## config.mk

```make
export PLATFORM = sky130hd
export DESIGN_NAME = layer_mac_sequencer
export DESIGN_NICKNAME = d
export VERILOG_FILES = /design/src/rtl/nn_pkg.sv /design/src/rtl/layer_mac_sequencer_mac_unit.sv /design/src/rtl/layer_mac_sequencer.sv
export SDC_FILE = /design/constraint.sdc
export NUM_CORES = 2
export LEC_CHECK = 0
export BUFFER_PORTS_ARGS = -buffer_cell sky130_fd_sc_hd__buf_2
export CAP_MARGIN = 20
export CORE_MARGIN = 2
export CORE_UTILIZATION = 45
export CTS_CLUSTER_DIAMETER = 60
export DETAILED_ROUTE_END_ITERATION = 12
export PLACE_DENSITY = 0.66
export SLEW_MARGIN = 30
export SYNTH_ARGS = -nofsm -noshare
export SYNTH_HDL_FRONTEND = slang
export SYNTH_SLANG_ARGS = --single-unit
```

## constraint.sdc

```tcl
create_clock -name clk -period 3.2 [get_ports clk]
set_input_delay 0.16 -clock clk [delete_from_list [all_inputs] [get_ports clk]]
set_output_delay 0.16 -clock clk [all_outputs]
set_load 0.01 [all_outputs]
```

## src/rtl/nn_pkg.sv

```systemverilog
// Shared fixed-point types, sequencer state encoding and activation helper
// for the fully-connected layer datapath.
package nn_pkg;

  localparam int FX_W = 32;

  typedef logic signed [FX_W-1:0] fx_t;

  typedef enum logic [2:0] {
    IDLE  = 3'd0,
    MAC   = 3'd1,
    BIAS  = 3'd2,
    WRITE = 3'd3,
    DONE  = 3'd4
  } seq_state_e;

  function automatic fx_t relu(fx_t x);
    return x[FX_W-1] ? '0 : x;
  endfunction

endpackage

```

## src/rtl/layer_mac_sequencer_mac_unit.sv

```systemverilog
// Signed fixed-point multiply-accumulate: full-width product, rescaled by
// FRAC_W bits, accumulated with wrap-around.
module mac_unit
  import nn_pkg::*;
#(
  parameter int DATA_W = FX_W,
  parameter int FRAC_W = 16
) (
  input  logic                     clk,
  input  logic                     rst_n,
  input  logic                     clr_i,
  input  logic                     en_i,
  input  logic signed [DATA_W-1:0] a_i,
  input  logic signed [DATA_W-1:0] b_i,
  output logic signed [DATA_W-1:0] acc_o
);

  logic signed [2*DATA_W-1:0] prod;
  logic signed [DATA_W-1:0]   scaled;
  logic signed [DATA_W-1:0]   acc_q;
  logic                       unused_prod;

  assign prod        = (2*DATA_W)'(a_i) * (2*DATA_W)'(b_i);
  assign scaled      = prod[FRAC_W+DATA_W-1:FRAC_W];
  // Integer overflow bits and sub-LSB fraction are intentionally discarded.
  assign unused_prod = ^{prod[2*DATA_W-1:FRAC_W+DATA_W], prod[FRAC_W-1:0]};

  always_ff @(posedge clk or negedge rst_n) begin
    if (!rst_n) begin
      acc_q <= '0;
    end else if (clr_i) begin
      acc_q <= '0;
    end else if (en_i) begin
      acc_q <= acc_q + scaled;
    end
  end

  assign acc_o = acc_q;

endmodule

```

## src/rtl/layer_mac_sequencer.sv

```systemverilog
// Sequences one fully-connected layer through a single shared MAC, adding bias
// and ReLU per node and handing each result downstream over valid/ready.
module layer_mac_sequencer
  import nn_pkg::*;
#(
  parameter int N_INPUTS = 784,
  parameter int N_NODES  = 16,
  parameter int DATA_W   = FX_W,
  parameter int FRAC_W   = 16
) (
  input  logic                                  clk,
  input  logic                                  rst_n,
  input  logic                                  start,
  input  logic                                  abort,
  output logic                                  busy,
  output logic                                  done,
  output logic                                  rd_en,
  output logic [$clog2(N_INPUTS)-1:0]           in_addr,
  output logic [$clog2(N_INPUTS*N_NODES)-1:0]   w_addr,
  output logic [$clog2(N_NODES)-1:0]            b_addr,
  input  logic [DATA_W-1:0]                     in_data,
  input  logic [DATA_W-1:0]                     w_data,
  input  logic [DATA_W-1:0]                     b_data,
  output logic                                  res_valid,
  input  logic                                  res_ready,
  output logic [$clog2(N_NODES)-1:0]            res_node,
  output logic [DATA_W-1:0]                     res_data
);

  localparam int IDX_W  = $clog2(N_INPUTS);
  localparam int NODE_W = $clog2(N_NODES);
  localparam int WA_W   = $clog2(N_INPUTS*N_NODES);

  seq_state_e               state_q, state_d;
  logic [IDX_W-1:0]         idx_q, idx_d;
  logic [NODE_W-1:0]        node_q, node_d;
  logic                     issued_q, issued_d;
  logic                     vld_q;
  logic                     res_valid_q, res_valid_d;
  logic [NODE_W-1:0]        res_node_q, res_node_d;
  logic [DATA_W-1:0]        res_data_q, res_data_d;
  logic                     acc_clr;
  logic signed [DATA_W-1:0] acc;
  logic signed [DATA_W-1:0] biased;

  assign biased = acc + $signed(b_data);

  // issued_q marks that the node's last address is out; the following MAC cycle drains it.
  always_comb begin
    state_d     = state_q;
    idx_d       = idx_q;
    node_d      = node_q;
    issued_d    = issued_q;
    res_valid_d = res_valid_q;
    res_node_d  = res_node_q;
    res_data_d  = res_data_q;
    rd_en       = 1'b0;
    acc_clr     = 1'b0;
    if (abort) begin
      state_d     = IDLE;
      idx_d       = '0;
      node_d      = '0;
      issued_d    = 1'b0;
      res_valid_d = 1'b0;
      acc_clr     = 1'b1;
    end else begin
      case (state_q)
        IDLE: begin
          if (start) begin
            state_d  = MAC;
            idx_d    = '0;
            node_d   = '0;
            issued_d = 1'b0;
            acc_clr  = 1'b1;
          end
        end
        MAC: begin
          if (!issued_q) begin
            rd_en = 1'b1;
            if (idx_q == IDX_W'(N_INPUTS-1)) issued_d = 1'b1;
            else                             idx_d    = idx_q + IDX_W'(1);
          end else begin
            state_d = BIAS;
          end
        end
        BIAS: begin
          res_data_d  = relu(biased);
          res_node_d  = node_q;
          res_valid_d = 1'b1;
          state_d     = WRITE;
        end
        WRITE: begin
          if (res_ready) begin
            res_valid_d = 1'b0;
            if (node_q == NODE_W'(N_NODES-1)) begin
              state_d = DONE;
            end else begin
              node_d   = node_q + NODE_W'(1);
              idx_d    = '0;
              issued_d = 1'b0;
              acc_clr  = 1'b1;
              state_d  = MAC;
            end
          end
        end
        DONE: begin
          state_d  = IDLE;
          idx_d    = '0;
          node_d   = '0;
          issued_d = 1'b0;
        end
        default: state_d = IDLE;
      endcase
    end
  end

  always_ff @(posedge clk or negedge rst_n) begin
    if (!rst_n) begin
      state_q     <= IDLE;
      idx_q       <= '0;
      node_q      <= '0;
      issued_q    <= 1'b0;
      vld_q       <= 1'b0;
      res_valid_q <= 1'b0;
      res_node_q  <= '0;
      res_data_q  <= '0;
    end else begin
      state_q     <= state_d;
      idx_q       <= idx_d;
      node_q      <= node_d;
      issued_q    <= issued_d;
      vld_q       <= rd_en;
      res_valid_q <= res_valid_d;
      res_node_q  <= res_node_d;
      res_data_q  <= res_data_d;
    end
  end

  mac_unit #(
    .DATA_W (DATA_W),
    .FRAC_W (FRAC_W)
  ) u_mac (
    .clk   (clk),
    .rst_n (rst_n),
    .clr_i (acc_clr),
    .en_i  (vld_q),
    .a_i   ($signed(in_data)),
    .b_i   ($signed(w_data)),
    .acc_o (acc)
  );

  assign busy      = (state_q != IDLE);
  assign done      = (state_q == DONE);
  assign in_addr   = idx_q;
  assign w_addr    = WA_W'(node_q) * WA_W'(N_INPUTS) + WA_W'(idx_q);
  assign b_addr    = node_q;
  assign res_valid = res_valid_q;
  assign res_node  = res_node_q;
  assign res_data  = res_data_q;

endmodule
```

; Yosys cells after proc, flatten, opt, wreduce, memory -nomap -nowiden
; Index checks and enable logic that the tools add are counted.
[word_totals]
mem_bits_ro = 0
reg_bits = 88
latch_bits = 0
ramBits = 0
n_memories = 0
inputBits = 101
word_cells = 80
[op_classes]
order_cmp = 0
eq_ne = 12
shifts = 0
n_bitwise = 1
addsub = 5
multipliers = 2
reduce_logical = 12
mux = 39
n_div = 0
[op_table]
columns = cell, n
row1 = adder 32 bit, 2
row2 = 2-to-1 mux 32 bit, 2
row3 = 2-to-1 mux 10 bit, 6
row4 = multiplier 32 x 32 -> 48 bit, 1
row5 = one-hot mux 10 bit (4 select lines), 1
row6 = 2-to-1 mux 31 bit, 1
row7 = != test 3 bit (second input constant), 6
row8 = 2-to-1 mux 4 bit, 4
row9 = 2-to-1 mux 1 bit, 15
row10 = 2-to-1 mux 3 bit, 5
row11 = adder 14 x 10 -> 14 bit, 1
row12 = one-hot mux 3 bit (4 select lines), 1
row13 = one-hot mux 4 bit (3 select lines), 1
row14 = adder 10 x 1 -> 10 bit (second input constant), 1
row15 = == test 10 bit (second input constant), 1
row16 = multiplier 4 x 6 -> 10 bit (second input constant), 1
row17 = AND reduction 4 bit, 2
row18 = == test 3 x 2 -> 1 bit (second input constant), 2
row19 = AND reduction 6 bit, 1
row20 = nonzero test 3 bit, 2
row21 = nonzero test 5 bit, 1
row22 = adder 4 x 1 -> 4 bit (second input constant), 1
row23 = == test 4 bit (second input constant), 1
row24 = one-hot mux 1 bit (2 select lines), 2
row25 = 9 further kinds, 10

; Longest topological paths before layout
[depth]
depth_word = 6
ltp_mapped = 38

; Modules after synthesis
; Synthesis repeated with hierarchy kept, for this count alone.
[unflattened]
hier_cells = 3925
hier_area_um2 = 35954.5
[modules_own_cells]
columns = mod, seq_area_each_um2, area_each_um2, cells_each, n_inst
row1 = mac_unit, 800.8, 31293.8, 3382, 1
row2 = layer_mac_sequencer, 1376.3, 4660.7, 543, 1

; Worst setup path after synthesis
; No wires, ideal clock.
[synth_path]
path_type = input port to flip-flop
start = input in_data[20]
end = register u_mac.acc_q[30] (netlist: u_mac.acc_o[30])
n_path_buf = 2
stages = 32
setup_slack_ns = -5.574
arrival_ns = 8.650
path_cell_list = clkbuf_1 -> clkbuf_1 -> nand2_1 -> fa_1 -> fa_1 -> fa_1 -> fa_1 -> inv_1 -> fa_1 -> fa_1 -> fa_1 -> fa_1 -> ha_1 -> a21oi_1 -> o21ai_0 -> a32oi_1 -> o21ai_1 -> a221oi_1 -> nor2b_1 -> o21a_1 -> nor2_1 -> xnor2_1 -> ha_1 -> a21oi_1 -> o21ai_1 -> a2111oi_0 -> nand2_1 -> a41oi_1 -> o21ai_1 -> o311ai_1 -> nor4_1 -> a211o_1
[synth_via]
elab_chain_cells = 4
[synth_lines]
columns = item, line_no
row1 = start: declaration, layer_mac_sequencer.sv:21  ; input logic [DATA_W-1:0] in_data,
row2 = multiplier 32 x 32 -> 48 bit, layer_mac_sequencer_mac_unit.sv:23  ; assign prod = (2*DATA_W)'(a_i) * (2*DATA_W)'(b_i);
row3 = adder 32 bit, layer_mac_sequencer_mac_unit.sv:34  ; acc_q <= acc_q + scaled;
row4 = 2-to-1 mux 32 bit, layer_mac_sequencer_mac_unit.sv:33  ; end else if (en_i) begin
row5 = 2-to-1 mux 32 bit, layer_mac_sequencer_mac_unit.sv:31  ; end else if (clr_i) begin
row6 = end signal: assignment, layer_mac_sequencer_mac_unit.sv:34
row7 = end: declaration, layer_mac_sequencer_mac_unit.sv:20  ; logic signed [DATA_W-1:0] acc_q;
; Every way passes these cells. The select of a mux whose other input is x is not followed.
; A chain may end at the register's enable or synchronous reset.

; Worst setup path in the final report
[layout_path]
start = input in_data[17]
end = register u_mac.acc_q[27] (netlist: u_mac.acc_o[27])
; The elaborated chain is that of the path after synthesis.

==> flow_metrics.py <==
metrics = {
    "place": {
        "gp_congestion": 0.882,
        "placed_cell_area_mm2": 0.0403,
        "pre_cts_slack_ps": -5940,
        "numPortBuffers": 167,
        "dp_hpwl_um": 80000,
    },
    "synthesis": {
        "synth_area_mm2": 0.0355,
        "synth_cell_types": 76,
        "synth_top_area_share_pct": 47.4,
        "synthTopCellsByArea": "fa_1, and2_1, inv_1",
        "yosysSeqAreaShare_pct": 6.13,
        "synth_fp_nets": 5022,
        "async_flop_share_pct": 100,
        "synth_top_cell_by_area": "fa_1",
        "ys_ff_latch": 87,
        "ys_warn_count": 0,
        "netlist_instances": 3839,
        "ys.flop_type": "dfrtp_1",
        "synth_area_per_cell_um2": 9.25,
        "synth_edf_count": 0,
    },
    "cells_and_area": {
        "final_core_util_pct": 54.7,
        "fillers": 6939,
        "fin_area_mm2": 0.0425,
        "num-nets-final": 5463,
        "final_common_cell": "inv_1",
        "drive_above_1_share_pct": 20.4,
        "syn_to_final_growth_pct": 19.8,
        "layout_common_cells": "inv_1, fa_1, and2_1",
        "register_area_mm2": 0.00218,
        "multiInputGateArea_mm2": 0.0306,
    },
    "global_routing": {
        "first_global_vias": 29300,
        "overflow": 0,
        "grtUsageMet1_pct": 29.3,
        "grt_max_degree": 49,
        "antenna_found_initial": 5,
        "grt-busiest-layer": "met2",
        "track_usage_pct": 23.6,
        "use_met3_pct": 1.56,
        "grt_pass1_wl_um": 153000,
        "use_met2_pct": 44.6,
    },
    "worst_setup_path": {
        "cpPeakStageDelay_ps": 580,
        "cp-start-kind": "primary input",
        "crit_path_end_kind": "flop",
        "cp.arrival_ps": 8620,
        "cp_common_cell": "fa_1",
        "cp.required_ps": 3400,
        "cp_slowest_cell": "fa_1",
        "crit_type": "primary input to flop",
        "crit_fanout": 8,
    },
    "routing": {
        "drt-wirelength-per-cell_um": 17.3,
        "drtIter0Drc": 1210,
        "ant_nets": 0,
        "routed_via_density": 5.04,
        "drcViolationCount": 0,
        "wl_um": 92300,
        "via_count": 26900,
        "firstDrtPassIters": 5,
    },
    "sta": {
        "finalCritPeriodShare_pct": 263,
        "hold_viol_final": 0,
        "setup_viol": 32,
        "max_freq_ghz": 0.119,
        "tightest_slew_ps": 690,
        "slew_violations": 0,
        "final.min_clock_period_ps": 8430,
        "max_slew_margin_pct": 54.0,
        "layout_setup_ws_ps": -5230,
        "rsz0062_at_grt": "yes",
        "finClkSkew_ps": 8.99,
    },
    "clock_tree": {
        "cts_buffers": 9,
        "insertion_delay_ps": 340,
        "htreeDepth": 3,
        "cts-root-buf": "clkbuf_16",
        "cts_tree": "done",
        "path_clk_slew_ps": 70,
        "clkSinkCount": 87,
        "ctsLongestPathBuffers": 2,
    },
    "run_status": {
        "failed_checks": "negative setup slack",
        "status": "finished, violations left",
    },
    "die": {
        "die_h_um": 285,
        "dieArea_mm2": 0.0811,
        "coreArea_mm2": 0.0777,
        "initial_core_util_pct": 45.7,
        "die_w_um": 285,
        "ioPinCount": 169,
        "row_count": 102,
    },
    "min_path": {
        "hold_class": "primary input to flop",
    },
    "job": {
        "maxCapViolCount": 0,
    },
}
area by class of cell:
type	instances	share of cell area, %
multi-input combinational	2737	72.1
tap	1040	3.06
inverter	823	7.26
antenna	3	0.0177
sequential	87	5.12
clock inverter	5	0.250
clock buffer	10	0.562
timing repair buffer	622	11.7
routing by layer:
layer	part of all wire, %	vias up
met5	0.014	-
met4	2.7	2
met3	2.7	128
met2	55	481
met1	39	14000
li1	-	12300
final timing paths:
path,endpoint,depth (start not counted),startpoint,slack [ps]
worst max register to register,res_data[30]$_DFFE_PN0P_,12,u_mac.acc_o[0]$_DFFE_PN0P_,130
max in group asynchronous,u_mac.acc_o[1]$_DFFE_PN0P_,3,rst_n,2050
min in group asynchronous,in_addr[5]$_DFFE_PN0P_,2,rst_n,380
worst max-delay path,u_mac.acc_o[27]$_DFFE_PN0P_,35,in_data[17],-5230
worst min-delay path,res_valid$_DFFE_PN0P_,2,abort,120
worst min register to register,res_node[1]$_DFFE_PN0P_,2,res_node[1]$_DFFE_PN0P_,490
critical path: cells and delay by family:
kind                       cells  cell delay (ps)
AOI/OAI and AO/OA             13             2440
adders and majority gates     10             4690
and+or+nand+nor                4              470
xor gates and xnor gates       1              150
buffers and inverters          6              580
muxes                          1              130
through the flow:
| stage | std cells | hold WS, ps | TNS [ps] |
|---|---|---|---|
| floorplan | 3839 | -136 | -132820 |
| detailed placement | 5258 | 231 | -169640 |
| CTS | 5315 | 101 | -144880 |
| global route | 5326 | 117 | -156650 |
| global placement | 5258 | 232 | -166850 |
| finish | 5327 | 117 | -145850 |
kinds of logic (layout without fill, tap and decap cells):
group / after synthesis / in the layout / synth area share, %
mux: 23 / 23 / 0.656
compound gates: 336 / 336 / 6.48
buf+inv: 1015 / 1460 / 10.8
flops: 87 / 87 / 6.13
xor+xnor: 133 / 133 / 3.30
fa+ha+maj: 1082 / 1082 / 55.9
simple gates: 1162 / 1162 / 16.7
other cells: 1 / 4 / 0.0106
what timing repair did:
item,in CTS,in global routing
hold buffers,1,0
gates cloned,1,0
pin swaps,185,98
gates resized for setup,256,101
setup endpoints to repair,34,62
hold endpoints to repair,46,0
setup buffers,49,18
synth_stat cells, types with 16 or more instances:
library cell  number
nor2b_1           21
mux2i_1           21
a22o_1            28
nand3_1           19
a21oi_1           90
a211oi_1          16
nand2_1          449
xor2_1            37
a21o_1            39
o21a_1            21
inv_1            822
clkbuf_1         182
xnor2_1           95
o21ai_0           43
dfrtp_1           87
ha_1             241
nor2_1            90
nor3_1            16
fa_1             841
and2_1           505
flip-flops by register name, indices dropped and copies added (netlist names):
name,cells
state_q,3
res_data,31
u_mac.acc_o,32
issued_q,1
vld_q,1
res_node,4
b_addr,4
in_addr,10
res_valid,1
Power is not shown: default switching activity piles up to over one toggle a cycle in this logic, so the estimate is an artifact.
